$ cat config.mk
export PLATFORM = sky130hd
export DESIGN_NAME = regfile_wr_arbiter
export DESIGN_NICKNAME = d
export VERILOG_FILES = /design/src/rtl/regfile_pkg.sv /design/src/rtl/rr_arb2.sv /design/src/rtl/regfile_wr_arbiter.sv
export SDC_FILE = /design/constraint.sdc
export NUM_CORES = 1
export LEC_CHECK = 0
export CELL_PAD_IN_SITES_DETAIL_PLACEMENT = 1
export CELL_PAD_IN_SITES_GLOBAL_PLACEMENT = 2
export CORE_MARGIN = 5
export CORE_UTILIZATION = 20
export DETAILED_ROUTE_END_ITERATION = 12
export GPL_ROUTABILITY_DRIVEN = 0
export PLACE_DENSITY = 0.77
export SYNTH_ARGS = -nofsm -noshare
export SYNTH_HDL_FRONTEND = slang
export SYNTH_HIERARCHICAL = 1
export SYNTH_SLANG_ARGS = --single-unit
export TNS_END_PERCENT = 30
$ cat constraint.sdc
create_clock -name clk -period 1.9 [get_ports clk]
set_input_delay 0.38 -clock clk [delete_from_list [all_inputs] [get_ports clk]]
set_output_delay 0.38 -clock clk [all_outputs]
set_load 0.005 [all_outputs]
$ cat src/rtl/regfile_pkg.sv
// Shared definitions for the register-file write arbiter: default widths,
// register file depth and the controller state encoding.
package regfile_pkg;

   localparam int DATA_W_DEF  = 8;
   localparam int ADDR_W_DEF  = 4;
   localparam int NUM_ENTRIES = 16;
   localparam int CNT_W       = 4;

   typedef enum logic {
      ST_CLEAR = 1'b0,
      ST_RUN   = 1'b1
   } state_t;

endpackage

$ cat src/rtl/rr_arb2.sv
// Two-way round-robin arbiter. ptr selects which requester wins when both
// are valid (0 = req0, 1 = req1); a lone valid requester always wins.
module rr_arb2 (
   input  logic [1:0] valid,
   input  logic       ptr,
   output logic [1:0] grant
);

   // Grant decode: at most one bit set, lone requester ignores the pointer
   always_comb begin
      grant[0] = valid[0] & (~valid[1] | ~ptr);
      grant[1] = valid[1] & (~valid[0] |  ptr);
   end

endmodule

$ cat src/rtl/regfile_wr_arbiter.sv
// Register file write-port arbiter for two requesters with round-robin
// priority and a registered write port. Optional power-up clear sequence
// that zeroes all 16 entries is compiled in when REGFILE_CLEAR_EN is defined;
// without it the block starts arbitrating right after reset and busy is 0.
module regfile_wr_arbiter
   import regfile_pkg::*;
#(
   parameter int DATA_W = DATA_W_DEF,
   parameter int ADDR_W = ADDR_W_DEF
) (
   input  logic              clk,
   input  logic              rst,
   input  logic              req0_valid,
   input  logic [ADDR_W-1:0] req0_addr,
   input  logic [DATA_W-1:0] req0_data,
   output logic              req0_ready,
   input  logic              req1_valid,
   input  logic [ADDR_W-1:0] req1_addr,
   input  logic [DATA_W-1:0] req1_data,
   output logic              req1_ready,
   output logic              rf_we,
   output logic [ADDR_W-1:0] rf_waddr,
   output logic [DATA_W-1:0] rf_wdata,
   output logic              busy,
   output logic              grant_id
);

   logic              ptr_reg;
   logic              grant_id_reg;
   logic              rf_we_reg;
   logic [ADDR_W-1:0] rf_waddr_reg;
   logic [DATA_W-1:0] rf_wdata_reg;
   logic [1:0]        grant;
   logic [1:0]        ready;
   logic              run_active;
   logic              clear_active;
   logic [CNT_W-1:0]  clear_cnt;

`ifdef REGFILE_CLEAR_EN
   state_t           state_reg;
   logic [CNT_W-1:0] cnt_reg;

   // Clear sequencer: walk the counter over every entry, then hand over to RUN
   always_ff @(posedge clk or posedge rst) begin
      if (rst) begin
         state_reg <= ST_CLEAR;
         cnt_reg   <= '0;
      end else if (state_reg == ST_CLEAR) begin
         cnt_reg <= cnt_reg + 1'b1;
         if (cnt_reg == CNT_W'(NUM_ENTRIES - 1))
            state_reg <= ST_RUN;
      end
   end

   assign run_active   = (state_reg == ST_RUN);
   assign clear_active = (state_reg == ST_CLEAR);
   assign clear_cnt    = cnt_reg;
`else
   assign run_active   = 1'b1;
   assign clear_active = 1'b0;
   assign clear_cnt    = '0;
`endif

   assign busy = clear_active;

   rr_arb2 u_arb (
      .valid (ready_valid_pair()),
      .ptr   (ptr_reg),
      .grant (grant)
   );

   function automatic logic [1:0] ready_valid_pair();
      return {req1_valid, req0_valid};
   endfunction

   // Readiness is withheld while clearing and while reset is held so that
   // nothing is reported as accepted in a cycle whose transfer is discarded
   always_comb begin
      ready = grant & {2{run_active & ~rst}};
   end

   assign req0_ready = ready[0];
   assign req1_ready = ready[1];

   // Write port, grant record and priority pointer; pointer moves only on a transfer
   always_ff @(posedge clk or posedge rst) begin
      if (rst) begin
         rf_we_reg    <= 1'b0;
         rf_waddr_reg <= '0;
         rf_wdata_reg <= '0;
         grant_id_reg <= 1'b0;
         ptr_reg      <= 1'b0;
      end else if (clear_active) begin
         rf_we_reg    <= 1'b1;
         rf_waddr_reg <= ADDR_W'(clear_cnt);
         rf_wdata_reg <= '0;
      end else if (ready[0]) begin
         rf_we_reg    <= 1'b1;
         rf_waddr_reg <= req0_addr;
         rf_wdata_reg <= req0_data;
         grant_id_reg <= 1'b0;
         ptr_reg      <= 1'b1;
      end else if (ready[1]) begin
         rf_we_reg    <= 1'b1;
         rf_waddr_reg <= req1_addr;
         rf_wdata_reg <= req1_data;
         grant_id_reg <= 1'b1;
         ptr_reg      <= 1'b0;
      end else begin
         rf_we_reg    <= 1'b0;
      end
   end

   assign rf_we    = rf_we_reg;
   assign rf_waddr = rf_waddr_reg;
   assign rf_wdata = rf_wdata_reg;
   assign grant_id = grant_id_reg;

endmodule

==> flow_summary.json <==
{
  "combPwrFrac_pct": 35.2,
  "antenna_cells": 0,
  "cp-end-kind": "flop",
  "path_delay_family": "buffers and inverters",
  "start_kind": "input pin",
  "cap_violations": 0,
  "post-route-period-util_pct": 96.7,
  "core-area_sq_mm": 0.00361,
  "dieArea_sq_mm": 0.00495,
  "drtIter0Drc": 13,
  "leakage_nw": 0.550,
  "tritoncts": "yes",
  "cts_buffers": 3,
  "dr.pass1.iters": 3,
  "ctsRootBufferMaster": "clkbuf_8",
  "cpMostUsedCell": "buf_4",
  "grt_use_total_pct": 10.9,
  "netlist_area_sq_um": 729,
  "initial_core_util_pct": 20.2,
  "synthTopCellsByCount": "dfrtp_1 (15), nor2_1 (9)",
  "ys_seq_area_share_pct": 51.5,
  "wl_per_cell_microns": 15.0,
  "finalHoldViolations": 0,
  "vias_per_cell": 4.41,
  "cts_htree_levels": 1,
  "power.switching_uw": 295,
  "synthArstFlopShare_pct": 100,
  "final.setup.worst_slack_ns": 0.0618,
  "num_rows": 22,
  "nNetsFinal": 151,
  "cts_sinks": 15,
  "finalMaxSlewViolations": 0,
  "grt_pass1_vias": 831,
  "worstPathArrival_ns": 1.97,
  "detail-route-antenna-nets": 0,
  "syn2layout_area_growth_pct": 83.2,
  "cts.reportedPaths.clkPinSlew_ns": 0.07,
  "ir_drop_mv": 0.223,
  "required_ns": 2.03,
  "power_mw": 1.08,
  "yosys.area.top_type_share_pct": 51.5,
  "drive_gt1_share_pct": 20.5,
  "yosys_register_bits": 15,
  "worst-setup-path-type": "input pin to flop",
  "die_w_microns": 70.4,
  "dp.cells": 161,
  "finalSetupViolCount": 0,
  "synthTopCellsByArea": "dfrtp_1 (51%), o221a_1 (9.3%), o32ai_1 (7.2%)",
  "rsz0062_at_grt": "false",
  "die_h_microns": 70.4,
  "fin_area_sq_mm": 0.00134,
  "setup_tns_ns": 0,
  "fmax_ghz": 0.544,
  "syn_inst": 67,
  "dpl.hpwl_mm": 2.02,
  "largest_register_ffs": 8,
  "dpl_cell_area_sq_mm": 0.00124,
  "syn-num-nets": 95,
  "grt_max_degree": 14,
  "power_density_mw_per_mm2": 806,
  "p_seq_share_pct": 40.3,
  "drt_wl_total_mm": 2.54,
  "critPathMaxStageDelay_ns": 0.45,
  "synth_cell_types": 18,
  "cp_max_fo": 13,
  "grt_overflow": 0,
  "yosysTopAreaCell": "dfrtp_1",
  "synthFlopType": "dfrtp_1",
  "status": "finished, final reports clean",
  "critPathBufInv": 7,
  "antenna_found_initial": 0,
  "clk_latency_ns": 0.25,
  "synth_edf_count": 0,
  "finClkSkew_ns": 0.00471,
  "ys_warn_count": 6,
  "grt_pass1_wl_mm": 4.28,
  "drc": 0,
  "io_buffers": 43,
  "final_cells": 170,
  "boundaryPins": 45,
  "power_frac_clock_pct": 24.5,
  "pre_cts_ws_ns": -0.289,
  "hp-class": "flop to flop",
  "power.internal_uw": 782,
  "syn_avg_cell_area_sq_um": 10.9,
  "synth.most_common_cell": "dfrtp_1",
  "cts_max_path_buffers": 2,
  "path_cells": "clkdlybuf4s50_1 -> nand2b_4 -> buf_4 -> buf_4 -> buf_4 -> buf_4 -> buf_4 -> buf_6 -> o221a_1",
  "cp_slowest_cell": "clkdlybuf4s50_1",
  "num_vias": 750,
  "period_minus_slack_ns": 1.84,
  "p_sw_share_pct": 27.4,
  "hold_buffers": 0
}
[stage by stage]
stage | hold WS, ns | util [%]
detailed placement | 0.495 | 34.4
global placement | 0.479 | 34.4
floorplan | 0.230 | -
finish | 0.495 | 37.1
CTS | 0.506 | 36.8
global route | 0.552 | 37.1
[final cells by class]
class,instances,area [sq um]
sequential,15,375
tap,48,60.1
inverter,4,15.0
fill,402,2270
clock inverter,1,5.00
clock buffer,3,41.3
multi-input combinational,42,305
timing repair buffer,57,534
[placed cells by master, fill, tap and decap left out, drive strengths merged]
cell type      Yosys  final
nand2b             2      2
a21boi             2      2
buf                5     14
inv                4      4
or2                1      1
nor2               9      9
o32ai              6      6
nand2              2      2
dfrtp             15     15
conb               1      1
clkbuf             1      3
o221a              6      6
clkdlybuf4s50      0     39
nand3b             6      6
o22ai              6      6
clkinv             0      1
and2               1      1
dlygate4sd2        0      4
[worst paths after layout]
check	endpoint	slack, ns	cells after the start	startpoint
min in group asynchronous	rf_wdata[5]$_DFFE_PP0P_	0.63	4	rst
max in group asynchronous	grant_id$_DFFE_PP0P_	1.10	4	rst
worst max register to register	rf_wdata[0]$_DFFE_PP0P_	0.11	9	ptr_reg$_DFFE_PP0P_
worst min register to register	grant_id$_DFFE_PP0P_	0.49	2	grant_id$_DFFE_PP0P_
worst min-delay path	grant_id$_DFFE_PP0P_	0.49	2	grant_id$_DFFE_PP0P_
worst max-delay path	rf_wdata[0]$_DFFE_PP0P_	0.06	9	rst
[kinds of logic (layout without fill, tap and decap cells)]
group / after synthesis / in the layout / share of synthesized area (%)
simple gates: 21 / 21 / 15.6
flops: 15 / 15 / 51.5
buf+inv: 10 / 65 / 8.75
other cells: 1 / 1 / 0.514
compound gates: 20 / 20 / 23.7
[what timing repair did]
item                       4_1_cts  5_1_grt
setup endpoints to repair        2       11
setup buffers                    5        0
pin swaps                        1        0
resized for setup                7        1
cloned                           0        0
[per-layer routing]
metal / wire, microns / part of all wire (%) / up-vias / GRT usage (%)
met5: 0 / 0 / - / 0
met2: 1250 / 49 / 27 / 18.6
met1: 1150 / 45 / 365 / 13.2
met4: 0 / 0 / 0 / 3.19
li1: - / - / 358 / -
met3: 146 / 5.7 / 0 / 2.88
[power groups by stage]
stage	logic (mW)	clock network, mW	registers [mW]
after floorplan	0.135	0	0.440
after global placement	0.365	0	0.434
after detailed placement	0.371	0	0.441
after CTS	0.383	0.269	0.435
after global routing	0.414	0.291	0.443
final	0.379	0.264	0.435
[worst register-to-register path: stages (launching register included)]
cell      delay [ns]
dfrtp_1         0.40
a21boi_2        0.22
nand2b_4        0.08
buf_4           0.13
buf_4           0.11
buf_4           0.12
buf_4           0.12
buf_4           0.12
buf_6           0.14
o221a_1         0.23
Note: power is estimated with default switching activity, not from simulation.
==> RTL edit (same flow settings) <==
The package constant `DATA_W_DEF` goes from 8 to 12.
--- a/src/rtl/regfile_pkg.sv
+++ b/src/rtl/regfile_pkg.sv
@@ -4,3 +4,3 @@
 
-   localparam int DATA_W_DEF  = 8;
+   localparam int DATA_W_DEF  = 12;
    localparam int ADDR_W_DEF  = 4;
Interface: changed (resized req0_data, req1_data and rf_wdata); port bits go from 45 to 57. The function was not compared with the original's and may differ.
==> RTL edit against the unedited design <==
Final area rose by 20%. Total power up 21%. Area after synthesis increased by 25%. Sequential share of layout area rose by 1.6 points. Critical path depth down 4. Die area up 22%. Sequential cell count up 4. Setup slack barely moved. Routed wire length increased by 24%. Largest cell class unchanged. Highest routed layer is now met4.
==> RTL edit: results (changes against the unedited design) <==
* Largest net degree at the start of global routing at 19 (+5)
* Commonest cells in the netlist: dfrtp_1, nor2_1, nand3b_1, o221a_1
* Routed via count at 904 (+21%)
* Critical path fanouts, max at 2 (-11)
* Result of the run: completed
* Drt first-iter violations at 28 (+15)
* Non-filler cells in the finished layout at 194 (+14%)
* Cells after Synth at 82 (+22%)
* Synth Area in Compound Gates at 24.2% (+0.54 points)
* Global Route met2 Usage at 18.1% (-0.49 points)
* Sequential area share after synthesis at 52.0% (+0.53 points)
* Path depth of the worst reg2reg path at 7 (-2)
* Share of final-layout standard cells stronger than drive strength 1 at 13.4% (-7.1 points)
* Final nets at 179 (+19%)
* Average wire per cell in the routed design at 16.2 um (+8.3%)
* Longest individual stage delay on the worst path at 0.50 ns (+0.05 ns)
* Flip-flop count of the largest register, all copies and words added at 12 (+4)
* Combined global-route utilization of all metal layers at 10.7% (-0.18 points)
* Drt first pass iters at 2 (-1)
* Syn_nets at 118 (+24%)
* Met3 track utilization from global routing at 4.63% (+1.8 points)
* First-pass GRT wire length at 5270 um (+23%)
* Top cells by area, synth: dfrtp_1, o221a_1, nand3b_1
* Data arrival at the endpoint of the critical path at 1.46 ns (-0.51 ns)
* Start point of the critical path: req1_valid
* DPL Wire Length at 2430 um (+20%)
* Worst ir drop on vdd at 0.236 mV (+5.6%)
* Number of global-route vias before repair at 1097 (+32%)
* Met1 Usage GRT at 12.1% (-1.1 points)
* Worst setup slack before clock tree synthesis at -0.267 ns (+0.0219 ns)
* Final clock skew at 0.00396 ns (-0.000752 ns)
## RTL edit: through the flow
| stage | setup TNS (ns) | util, % | total power [W] |
|---|---|---|---|
| global route | -0.0162 | 36.5 | 0.00139 |
| global placement | -0.947 | 34.9 | 0.00101 |
| finish | 0 | 36.5 | 0.00131 |
| detailed placement | -1.45 | 34.9 | 0.00102 |
| CTS | 0 | 36.1 | 0.00132 |
| floorplan | 0 | - | 0.000724 |
## RTL edit: timing repair
action                     in CTS  in global routing
setup endpoints to repair       2                  1
pin swaps                       1                  0
setup buffers                   0                  1
gates resized for setup         5                  1
## RTL edit: layer usage
metal / routed length [um] / share of wire, %
met1: 1310 / 42
met2: 1550 / 49
met3: 272 / 8.7
met4: 6 / 0.19
met5: 0 / 0
## RTL edit: final timing paths
| kind | endpoint | slack (ns) |
|---|---|---|
| worst max-delay path | req1_ready | 0.06 |
| worst min-delay path | grant_id | 0.51 |
| worst max register to register | rf_wdata[5] | 0.23 |
| worst min register to register | grant_id | 0.51 |
| max in group asynchronous | rf_wdata[7] | 1.09 |
| min in group asynchronous | rf_waddr[2] | 0.58 |
## RTL edit: logic make-up (layout without fill, tap and decap cells)
group,after synthesis,after routing
AO/OA/AOI/OAI,25,25
AND/OR/NAND/NOR,25,25
flip-flops,19,19
buffers and inverters,12,72
other,1,1
## RTL edit: power by group
group          switching (W)  leakage, nW  internal (W)
clock network       0.000144       0.0217      0.000148
registers          0.0000629        0.214      0.000491
logic               0.000158        0.391      0.000303
total               0.000365        0.628      0.000941
## RTL edit: final cells by class
| type | instances | area [sq um] |
|---|---|---|
| fill | 478 | 2790 |
| inverter | 4 | 15.0 |
| tap | 52 | 65.1 |
| sequential | 19 | 475 |
| timing repair buffer | 64 | 614 |
| clock buffer | 3 | 41.3 |
| clock inverter | 1 | 7.51 |
| multi-input combinational | 51 | 380 |
## RTL edit: tightest hold or removal path, stage by stage (launching register included)
cell and delay, ns:
dfrtp_1 0.35, nor2_1 0.05, nor2_1 0.08
